[src/rtl/id_stage_sequencer.sv]
// id_stage_sequencer: decode-stage controller.
// Holds the IF/ID pipeline register, decodes imm_sel and register fields for the
// immediate_generator, applies flush from EX and an optional load-use interlock,
// and hands the instruction to EX over a valid/ready handshake.
// Build option: define LOAD_USE_INTERLOCK_EN to enable the load-use interlock
// (hazard detection, one-cycle STALL state and the stall_count counter).
// Ports:
//   clk, rst                     clock, synchronous active-high reset
//   if_valid/if_instr/if_pc      fetch side, handshake with id_ready
//   flush                        redirect from EX, empties ID
//   ex_ready/ex_is_load/ex_rd    EX side acceptance and load destination
//   id_valid/id_instr/id_pc      instruction presented to EX
//   imm_sel/is_upper/uses_imm    immediate_generator control
//   rs1/rs2/rd/illegal           decoded register fields, unknown-opcode flag
//   stall_count                  saturating count of interlock bubbles
module id_stage_sequencer #(
  parameter int unsigned STALL_CNT_W = 16,
  parameter logic [31:0] NOP_INSTR   = 32'h0000_0013
) (
  input  logic                   clk,
  input  logic                   rst,
  input  logic                   if_valid,
  input  logic [31:0]            if_instr,
  input  logic [31:0]            if_pc,
  output logic                   id_ready,
  input  logic                   flush,
  input  logic                   ex_ready,
  input  logic                   ex_is_load,
  input  logic [4:0]             ex_rd,
  output logic                   id_valid,
  output logic [31:0]            id_instr,
  output logic [31:0]            id_pc,
  output logic [1:0]             imm_sel,
  output logic                   is_upper,
  output logic                   uses_imm,
  output logic [4:0]             rs1,
  output logic [4:0]             rs2,
  output logic [4:0]             rd,
  output logic                   illegal,
  output logic [STALL_CNT_W-1:0] stall_count
);

  typedef enum logic [1:0] {
    ST_EMPTY = 2'b00,
    ST_FULL  = 2'b01,
    ST_STALL = 2'b10
  } state_t;

  state_t state_q, state_d;
  logic   capture;
  logic   stall_inc;
  logic   hazard;
  logic   uses_rs1;
  logic   uses_rs2;
  logic [6:0] opcode;

  // Register fields come straight from the held instruction.
  assign opcode = id_instr[6:0];
  assign rs1    = id_instr[19:15];
  assign rs2    = id_instr[24:20];
  assign rd     = id_instr[11:7];

  // Opcode decode for the immediate_generator and operand usage.
  always_comb begin
    imm_sel  = 2'b00;
    is_upper = 1'b0;
    uses_imm = 1'b1;
    illegal  = 1'b0;
    uses_rs1 = 1'b1;
    uses_rs2 = 1'b0;
    case (opcode)
      7'b0010011, 7'b0000011, 7'b1100111, 7'b1110011: imm_sel = 2'b00;
      7'b0100011: begin
        imm_sel  = 2'b01;
        uses_rs2 = 1'b1;
      end
      7'b1100011: begin
        imm_sel  = 2'b10;
        uses_rs2 = 1'b1;
      end
      7'b1101111: begin
        imm_sel  = 2'b11;
        uses_rs1 = 1'b0;
      end
      7'b0110111, 7'b0010111: begin
        imm_sel  = 2'b11;
        is_upper = 1'b1;
        uses_rs1 = 1'b0;
      end
      7'b0110011: begin
        uses_imm = 1'b0;
        uses_rs2 = 1'b1;
      end
      default: illegal = 1'b1;
    endcase
  end

`ifdef LOAD_USE_INTERLOCK_EN
  // Load in EX writes a register the held instruction reads; x0 never hazards.
  assign hazard = (state_q == ST_FULL) & ex_is_load & (ex_rd != 5'd0) &
                  ((uses_rs1 & (rs1 == ex_rd)) | (uses_rs2 & (rs2 == ex_rd)));

  // Bubble counter, saturating at all-ones.
  always_ff @(posedge clk) begin
    if (rst) begin
      stall_count <= '0;
    end else if (stall_inc && (stall_count != {STALL_CNT_W{1'b1}})) begin
      stall_count <= stall_count + STALL_CNT_W'(1);
    end
  end
`else
  logic unused_interlock;
  assign hazard           = 1'b0;
  assign stall_count      = '0;
  assign unused_interlock = ^{ex_is_load, ex_rd, stall_inc, uses_rs1, uses_rs2};
`endif

  // State register.
  always_ff @(posedge clk) begin
    if (rst) begin
      state_q <= ST_EMPTY;
    end else begin
      state_q <= state_d;
    end
  end

  // Next state and handshake outputs; flush outranks hazard outranks handshake.
  always_comb begin
    state_d   = state_q;
    id_valid  = 1'b0;
    id_ready  = 1'b0;
    capture   = 1'b0;
    stall_inc = 1'b0;
    case (state_q)
      ST_EMPTY: begin
        id_ready = ~flush;
        if (flush) begin
          state_d = ST_EMPTY;
        end else if (if_valid) begin
          capture = 1'b1;
          state_d = ST_FULL;
        end
      end
      ST_FULL: begin
        id_valid = ~hazard;
        id_ready = ~flush & ~hazard & ex_ready;
        if (flush) begin
          state_d = ST_EMPTY;
        end else if (hazard) begin
          state_d   = ST_STALL;
          stall_inc = 1'b1;
        end else if (ex_ready) begin
          if (if_valid) begin
            capture = 1'b1;
            state_d = ST_FULL;
          end else begin
            state_d = ST_EMPTY;
          end
        end
      end
      ST_STALL: begin
        state_d = flush ? ST_EMPTY : ST_FULL;
      end
      default: state_d = ST_EMPTY;
    endcase
  end

  // IF/ID payload register; flush and reset restore the canonical NOP.
  always_ff @(posedge clk) begin
    if (rst || flush) begin
      id_instr <= NOP_INSTR;
      id_pc    <= 32'd0;
    end else if (capture) begin
      id_instr <= if_instr;
      id_pc    <= if_pc;
    end
  end

endmodule

[config.mk]
export PLATFORM = sky130hd
export DESIGN_NAME = id_stage_sequencer
export DESIGN_NICKNAME = d
export VERILOG_FILES = /design/src/rtl/id_stage_sequencer.sv
export SDC_FILE = /design/constraint.sdc
export NUM_CORES = 1
export LEC_CHECK = 0
export CELL_PAD_IN_SITES_DETAIL_PLACEMENT = 0
export CELL_PAD_IN_SITES_GLOBAL_PLACEMENT = 1
export CORE_ASPECT_RATIO = 0.7
export CORE_MARGIN = 2
export CORE_UTILIZATION = 29
export CTS_BUF_LIST = sky130_fd_sc_hd__clkbuf_2
export CTS_CLUSTER_SIZE = 8
export DETAILED_ROUTE_END_ITERATION = 12
export PLACE_DENSITY_LB_ADDON = 0.15
export SYNTH_ARGS = -nofsm -noshare
export SYNTH_HDL_FRONTEND = slang
export SYNTH_SLANG_ARGS = --single-unit
[constraint.sdc]
create_clock -name clk -period 1.45 [get_ports clk]
set_input_delay 0.2175 -clock clk [delete_from_list [all_inputs] [get_ports clk]]
set_output_delay 0.2175 -clock clk [all_outputs]
set_load 0.05 [all_outputs]
==> flow_summary.json, run 1 <==
{
  "endpoint_kind": "primary output",
  "drive_above_1_share": 0.348,
  "setup.worst_path.class": "reg -> out",
  "track_usage": 0.187,
  "drtIter0Drc": 203,
  "htreeDepth": 3,
  "coreArea_um2": 11000,
  "synthCells": 360,
  "fin_crit_sh": 1.31,
  "synth_cell_types": 26,
  "grt_max_degree": 38,
  "peakVddDrop_v": 0.000351,
  "worstRegToRegCells": 6,
  "syn_to_final_growth_pct": 73.5,
  "dr.pass1.iters": 4,
  "r2r_start": "state_q[0]$_SDFFE_PP0P_",
  "detail_route.drc_violations": 0,
  "synth_seq_cells": 65,
  "start_util": 0.298,
  "cts_sinks": 65,
  "power_uw": 4540,
  "grt_overflow": 0,
  "nets": 562,
  "place_congestion": 0.764,
  "ys_seq_area_frac": 0.397,
  "critPathArrivalTime_ns": 1.68,
  "synth.avg_cell_area_um2": 9.10,
  "tns_ns": -2.15,
  "skew_ns": 0.0130,
  "io_pins": 177,
  "clk_latency_ns": 0.50,
  "grt_setup_unrepaired": "yes",
  "die_h_um": 92.9,
  "fin_crit_ns": 1.89,
  "wl_per_cell_um": 17.6,
  "hold_ws_ns": 0.229,
  "antenna_cells": 0,
  "r2r_slack_ns": 0.05,
  "worst_hold_path.num_cells": 3,
  "cts_buffer_depth": 2,
  "io_buffers": 154,
  "cts_buffers": 9,
  "power_density_nw_per_um2": 798,
  "r2r-end": "id_instr[21]$_SDFFE_PP0P_",
  "p_leak_uw": 0.00214,
  "cts_hold_repair.buffers": 0,
  "yosys_warnings": 0,
  "syn_area_um2": 3280,
  "rows": 32,
  "cts_tree": "yes",
  "fin_ws_ns": -0.445,
  "cts_root_buffer": "clkbuf_2",
  "viasPerCell": 5.25,
  "hold_start": "if_instr[29]",
  "grt_antenna_before_repair": 0,
  "path_max_fanout": 7,
  "crit_required_ns": 1.23,
  "routed_wl_um": 11400,
  "grt_pass1_wl_um": 17900,
  "violations": "negative setup slack",
  "dpl.hpwl_um": 7270,
  "clk_pin_slew_ns": 0.21,
  "hold_violations": 0,
  "grt_pass1_vias": 3367,
  "slew_violations": 0,
  "num_vias": 3385,
  "cp-start-kind": "flop",
  "timing.fmax_ghz": 0.528,
  "die-width_um": 131,
  "finalSetupViolations": 6,
  "hold_end": "id_instr[29]$_SDFFE_PP0P_",
  "ant_nets": 0,
  "status": "complete, but fails checks",
  "maxCapViolCount": 0,
  "dieArea_um2": 12200,
  "hold_class": "in -> reg"
}
-- report_power, final --
| part | switching, uW | leakage (uW) | internal (uW) |
|---|---|---|---|
| registers | 42.9 | 0.000537 | 1820 |
| clock network | 722 | 0.000103 | 918 |
| logic | 579 | 0.00150 | 453 |
| total | 1340 | 0.00214 | 3190 |
-- cells in the mapped netlist, drive strengths merged --
cell | instances | area, um2
and4 | 1 | 8.76
o31ai | 61 | 458
nor4b | 1 | 8.76
o21ai | 4 | 20.0
nor3b | 1 | 7.51
a21oi | 2 | 10.0
a221o | 1 | 10.0
nand3 | 1 | 5.00
nor2b | 1 | 6.26
inv | 2 | 7.50
dfxtp | 65 | 1300
and3b | 1 | 8.76
nor2 | 3 | 11.3
nand2 | 2 | 7.51
and4b | 1 | 10.0
nand4 | 62 | 388
nor4 | 3 | 18.8
a31oi | 3 | 18.8
a21boi | 62 | 465
nand2b | 3 | 18.8
clkbuf | 11 | 41.3
buf | 68 | 440
conb | 1 | 3.75
-- worst max-delay path, cell delays in order (launching register included) --
cell and delay (ns):
dfxtp_4 0.42, and3b_1 0.19, a221o_1 0.33, nand3_2 0.09
buf_12 0.14
-- through the flow --
step	cell area, um2	util	setup WS, ns	cells
2_1_floorplan	3400	-	0.000131	375
3_3_place_gp	5320	0.483	-0.0718	621
3_5_place_dp	5320	0.483	-0.114	621
4_1_cts	5630	0.511	-0.516	644
5_1_grt	5680	0.516	-0.584	645
6_report	5680	0.516	-0.445	645
-- registers in the layout, indices dropped and copies added, names as in the netlist --
| register | count |
|---|---|
| id_pc | 32 |
| state_q | 1 |
| id_instr | 32 |
-- routing by layer --
metal  global-route usage  wire length (um)
met5                    0                 0
met4               0.0479               131
met3               0.0745               899
met2                0.294              5310
met1                0.237              5020
-- placed cells by master, fill, tap and decap left out, drive strengths merged --
cell / synthesis / final
nor4b: 1 / 1
and3b: 1 / 1
nand2b: 3 / 3
buf: 68 / 113
and4b: 1 / 1
bufinv: 0 / 4
nor4: 3 / 3
clkdlybuf4s50: 0 / 66
conb: 1 / 16
a221o: 1 / 1
nand2: 2 / 2
dfxtp: 65 / 65
clkbuf: 11 / 9
nor2b: 1 / 1
a21boi: 62 / 62
nor2: 3 / 3
nand4: 62 / 62
nor3b: 1 / 1
bufbuf: 0 / 1
clkinvlp: 0 / 1
o21ai: 4 / 4
inv: 2 / 4
a31oi: 3 / 3
and4: 1 / 1
a21oi: 2 / 2
o31ai: 61 / 61
nand3: 1 / 1
-- cell type report --
class,instances,area (um2)
sequential,65,1350
tap,153,191
multi-input combinational,229,1650
clock inverter,7,140
clock buffer,9,45.0
inverter,2,7.51
fill,997,5330
timing repair buffer,180,2300
-- kinds of logic (layout without fill, tap and decap cells) --
family | count (synthesis) | in the layout | synth area share
compound gates | 133 | 133 | 0.300
buf+inv | 81 | 198 | 0.149
flops | 65 | 65 | 0.397
other cells | 1 | 16 | 0.00114
simple gates | 80 | 80 | 0.152
-- repair_timing --
item | CTS | global route
pin swaps | 6 | 5
setup buffers | 6 | 1
cloned | 1 | 0
endpoints found under the setup margin | 28 | 26
resized for setup | 20 | 13
-- worst max path at each step --
| stage | endpoint | slack (ns) | from | cells past startpoint |
|---|---|---|---|---|
| 4_1_cts | illegal | -0.52 | id_instr[6]$_SDFFE_PP0P_ | 4 |
| 3_5_place_dp | id_instr[23]$_SDFFE_PP0P_ | -0.11 | ex_ready | 6 |
| 3_3_place_gp | id_instr[24]$_SDFFE_PP0P_ | -0.07 | ex_ready | 6 |
| 6_report | illegal | -0.44 | id_instr[6]$_SDFFE_PP0P_ | 4 |
| 5_1_grt | illegal | -0.58 | id_instr[6]$_SDFFE_PP0P_ | 4 |
| 2_1_floorplan | imm_sel[1] | 0.0001 | id_instr[4]$_SDFFE_PP1P_ | 3 |
(Power assumes the default switching activity.)
==> run 2: changes to the inputs <==
--- a/config.mk
+++ b/config.mk
@@ -7,7 +7,6 @@
 export LEC_CHECK = 0
 export CELL_PAD_IN_SITES_DETAIL_PLACEMENT = 0
 export CELL_PAD_IN_SITES_GLOBAL_PLACEMENT = 1
-export CORE_ASPECT_RATIO = 0.7
 export CORE_MARGIN = 2
 export CORE_UTILIZATION = 29
 export CTS_BUF_LIST = sky130_fd_sc_hd__clkbuf_2
==> run 2 against run 1 <==
  * Wire length decreased by 4.6%
  * Final cell count decreased by 2.3%
  * Clock skew increased by 0.012 ns
  * Final area decreased by 4.1%
  * Critical path depth unchanged
  * Hold slack got worse by 0.016 ns
  * Combinational power about the same
  * Clock power decreased by 47%
  * Global-route usage decreased by 0.77 points
  * The flow still finishes with violations (negative setup slack)
  * Setup slack improved by 0.017 ns
  * Total power decreased by 18%
  * Register-to-register slack improved by 0.07 ns
  * Largest power group unchanged
==> flow_summary.json, run 2 (same netlist as run 1, synthesis figures left out) <==
{
  "status": "complete, but fails checks",
  "violations": "negative setup slack",
  "power_uw": 3730,
  "critPathSlowestCell": "dfxtp_4",
  "cts_tree": "yes",
  "hold_class": "in -> reg",
  "cts_sinks": 65,
  "grt_pass1_wl_um": 16900,
  "viasPerCell": 5.28,
  "rows": 38,
  "cp_num_buf_inv": 1,
  "slew_violations": 0,
  "io_pins": 177,
  "track_usage": 0.179,
  "worst_hold_path.num_cells": 3,
  "timing.slew.headroom": 0.651,
  "p_leak_uw": 0.00206,
  "hold_end": "id_pc[1]$_SDFFE_PP0P_",
  "hold_start": "flush",
  "cp_slowest_stage_delay_ns": 0.41,
  "maxCapViolCount": 0,
  "drtIter0Drc": 131,
  "die-width_um": 110,
  "cts_hold_repair.buffers": 0,
  "htreeDepth": 3,
  "path_max_fanout": 6,
  "clk_latency_ns": 0.48,
  "routed_wl_um": 10800,
  "r2r_start": "state_q[0]$_SDFFE_PP0P_",
  "detail_route.drc_violations": 0,
  "worstRegToRegCells": 5,
  "cp-start-kind": "flop",
  "skew_ns": 0.0254,
  "fillCellCount": 1019,
  "die_h_um": 110,
  "fin_crit_ns": 1.88,
  "num_vias": 3329,
  "grt_antenna_before_repair": 0,
  "final_cell_mix": "66 x clkdlybuf4s50_1, 62 x nand4_1, 61 x o31ai_1",
  "layout_commonest_cell": "clkdlybuf4s50_1",
  "cp_top_family": "simple AND/OR/NAND/NOR gates",
  "clk_pin_slew_ns": 0.16,
  "cts_buffers": 9,
  "coreArea_um2": 10900,
  "grt_max_degree": 48,
  "critPathArrivalTime_ns": 1.66,
  "tightest_slew_ns": 0.524,
  "wl_per_cell_um": 17.2,
  "hold_ws_ns": 0.213,
  "fin_crit_sh": 1.30,
  "largestRegisters": "id_instr x32, id_pc x32, state_q x1",
  "dr.pass1.iters": 4,
  "grt_setup_unrepaired": "yes",
  "io_buffers": 154,
  "antenna_cells": 0,
  "place_area_um2": 5260,
  "place_ws_ns": -0.283,
  "cts_root_buffer": "clkbuf_2",
  "setup.worst_path.class": "reg -> out",
  "hold_violations": 0,
  "ant_nets": 0,
  "syn_to_final_growth_pct": 66.3,
  "grt_pass1_vias": 3205,
  "finalSetupViolations": 5,
  "crit_required_ns": 1.23,
  "timing.fmax_ghz": 0.532,
  "endpoint_kind": "primary output",
  "cts_buffer_depth": 2,
  "peakVddDrop_v": 0.000436,
  "stdcell_area_um2": 5450,
  "drive_above_1_share": 0.333,
  "r2r_slack_ns": 0.12,
  "fin_ws_ns": -0.428,
  "dpl.hpwl_um": 7220,
  "power_density_nw_per_um2": 686,
  "place_congestion": 0.719,
  "cp_cell_sequence": "nor4b_4 > nand2b_1 > a21oi_4 > buf_12",
  "dieArea_um2": 12200,
  "nets": 561,
  "start_util": 0.300,
  "r2r-end": "id_pc[6]$_SDFFE_PP0P_",
  "grt_overflow": 0
}
[run 2: metrics by stage]
step	std cells	TNS (ns)	utilization
after floorplan	375	0	-
after global placement	609	-11.76	0.481
after detailed placement	609	-14.18	0.481
after CTS	629	-2.18	0.494
after global routing	630	-2.61	0.498
final	630	-1.96	0.498
[run 2: where the power goes]
group / switching, uW / internal (uW) / total [uW]
registers: 42.5 / 1820 / 1870
clock network: 648 / 220 / 868
logic: 565 / 436 / 1000
[run 2: final cells by class]
cell class	instances	area, um2	share of cell area
inverters	2	7.51	0.00138
flip-flops and latches	65	1340	0.246
clock inverters	4	21.3	0.00391
multi-input cells	229	1640	0.300
clock buffers	11	55.1	0.0101
well taps	140	175	0.0322
repair buffers	179	2210	0.406
[run 2: how the worst max path moves through the flow]
stage                                  start                     end  cells past startpoint
finish              id_instr[3]$_SDFFE_PP0P_              imm_sel[0]                      4
global route        id_instr[5]$_SDFFE_PP0P_                 illegal                      4
CTS                 id_instr[5]$_SDFFE_PP0P_                 illegal                      4
detailed placement                  ex_ready  id_pc[24]$_SDFFE_PP0P_                      5
global placement                    ex_ready   id_pc[8]$_SDFFE_PP0P_                      5
floorplan           id_instr[4]$_SDFFE_PP1P_              imm_sel[1]                      3
[run 2: what timing repair did]
action | CTS | global route
endpoints found under the setup margin | 8 | 34
pin swaps | 4 | 4
setup buffers | 5 | 1
gates resized for setup | 8 | 18
[run 2: tightest hold or removal path, delay by kind of cell]
kind / cells / cell delay [ns]
buffers and inverters: 1 / 0.19
AO/OA/AOI/OAI: 2 / 0.22
[run 2: routing by layer]
layer / up-vias / routed length (um) / track usage
li1: 1591 / - / -
met1: 1594 / 4490 / 0.230
met2: 136 / 5270 / 0.289
met3: 8 / 952 / 0.0564
met4: 0 / 123 / 0.0491
met5: - / 0 / 0
==> run 3: changes to the inputs <==
--- a/config.mk
+++ b/config.mk
@@ -13,6 +13,7 @@
 export CTS_CLUSTER_SIZE = 8
 export DETAILED_ROUTE_END_ITERATION = 12
 export PLACE_DENSITY_LB_ADDON = 0.15
+export SLEW_MARGIN = 25
 export SYNTH_ARGS = -nofsm -noshare
 export SYNTH_HDL_FRONTEND = slang
 export SYNTH_SLANG_ARGS = --single-unit
==> results of run 3 <==
Final layout, timing and power as in run 2 (identical DEF).
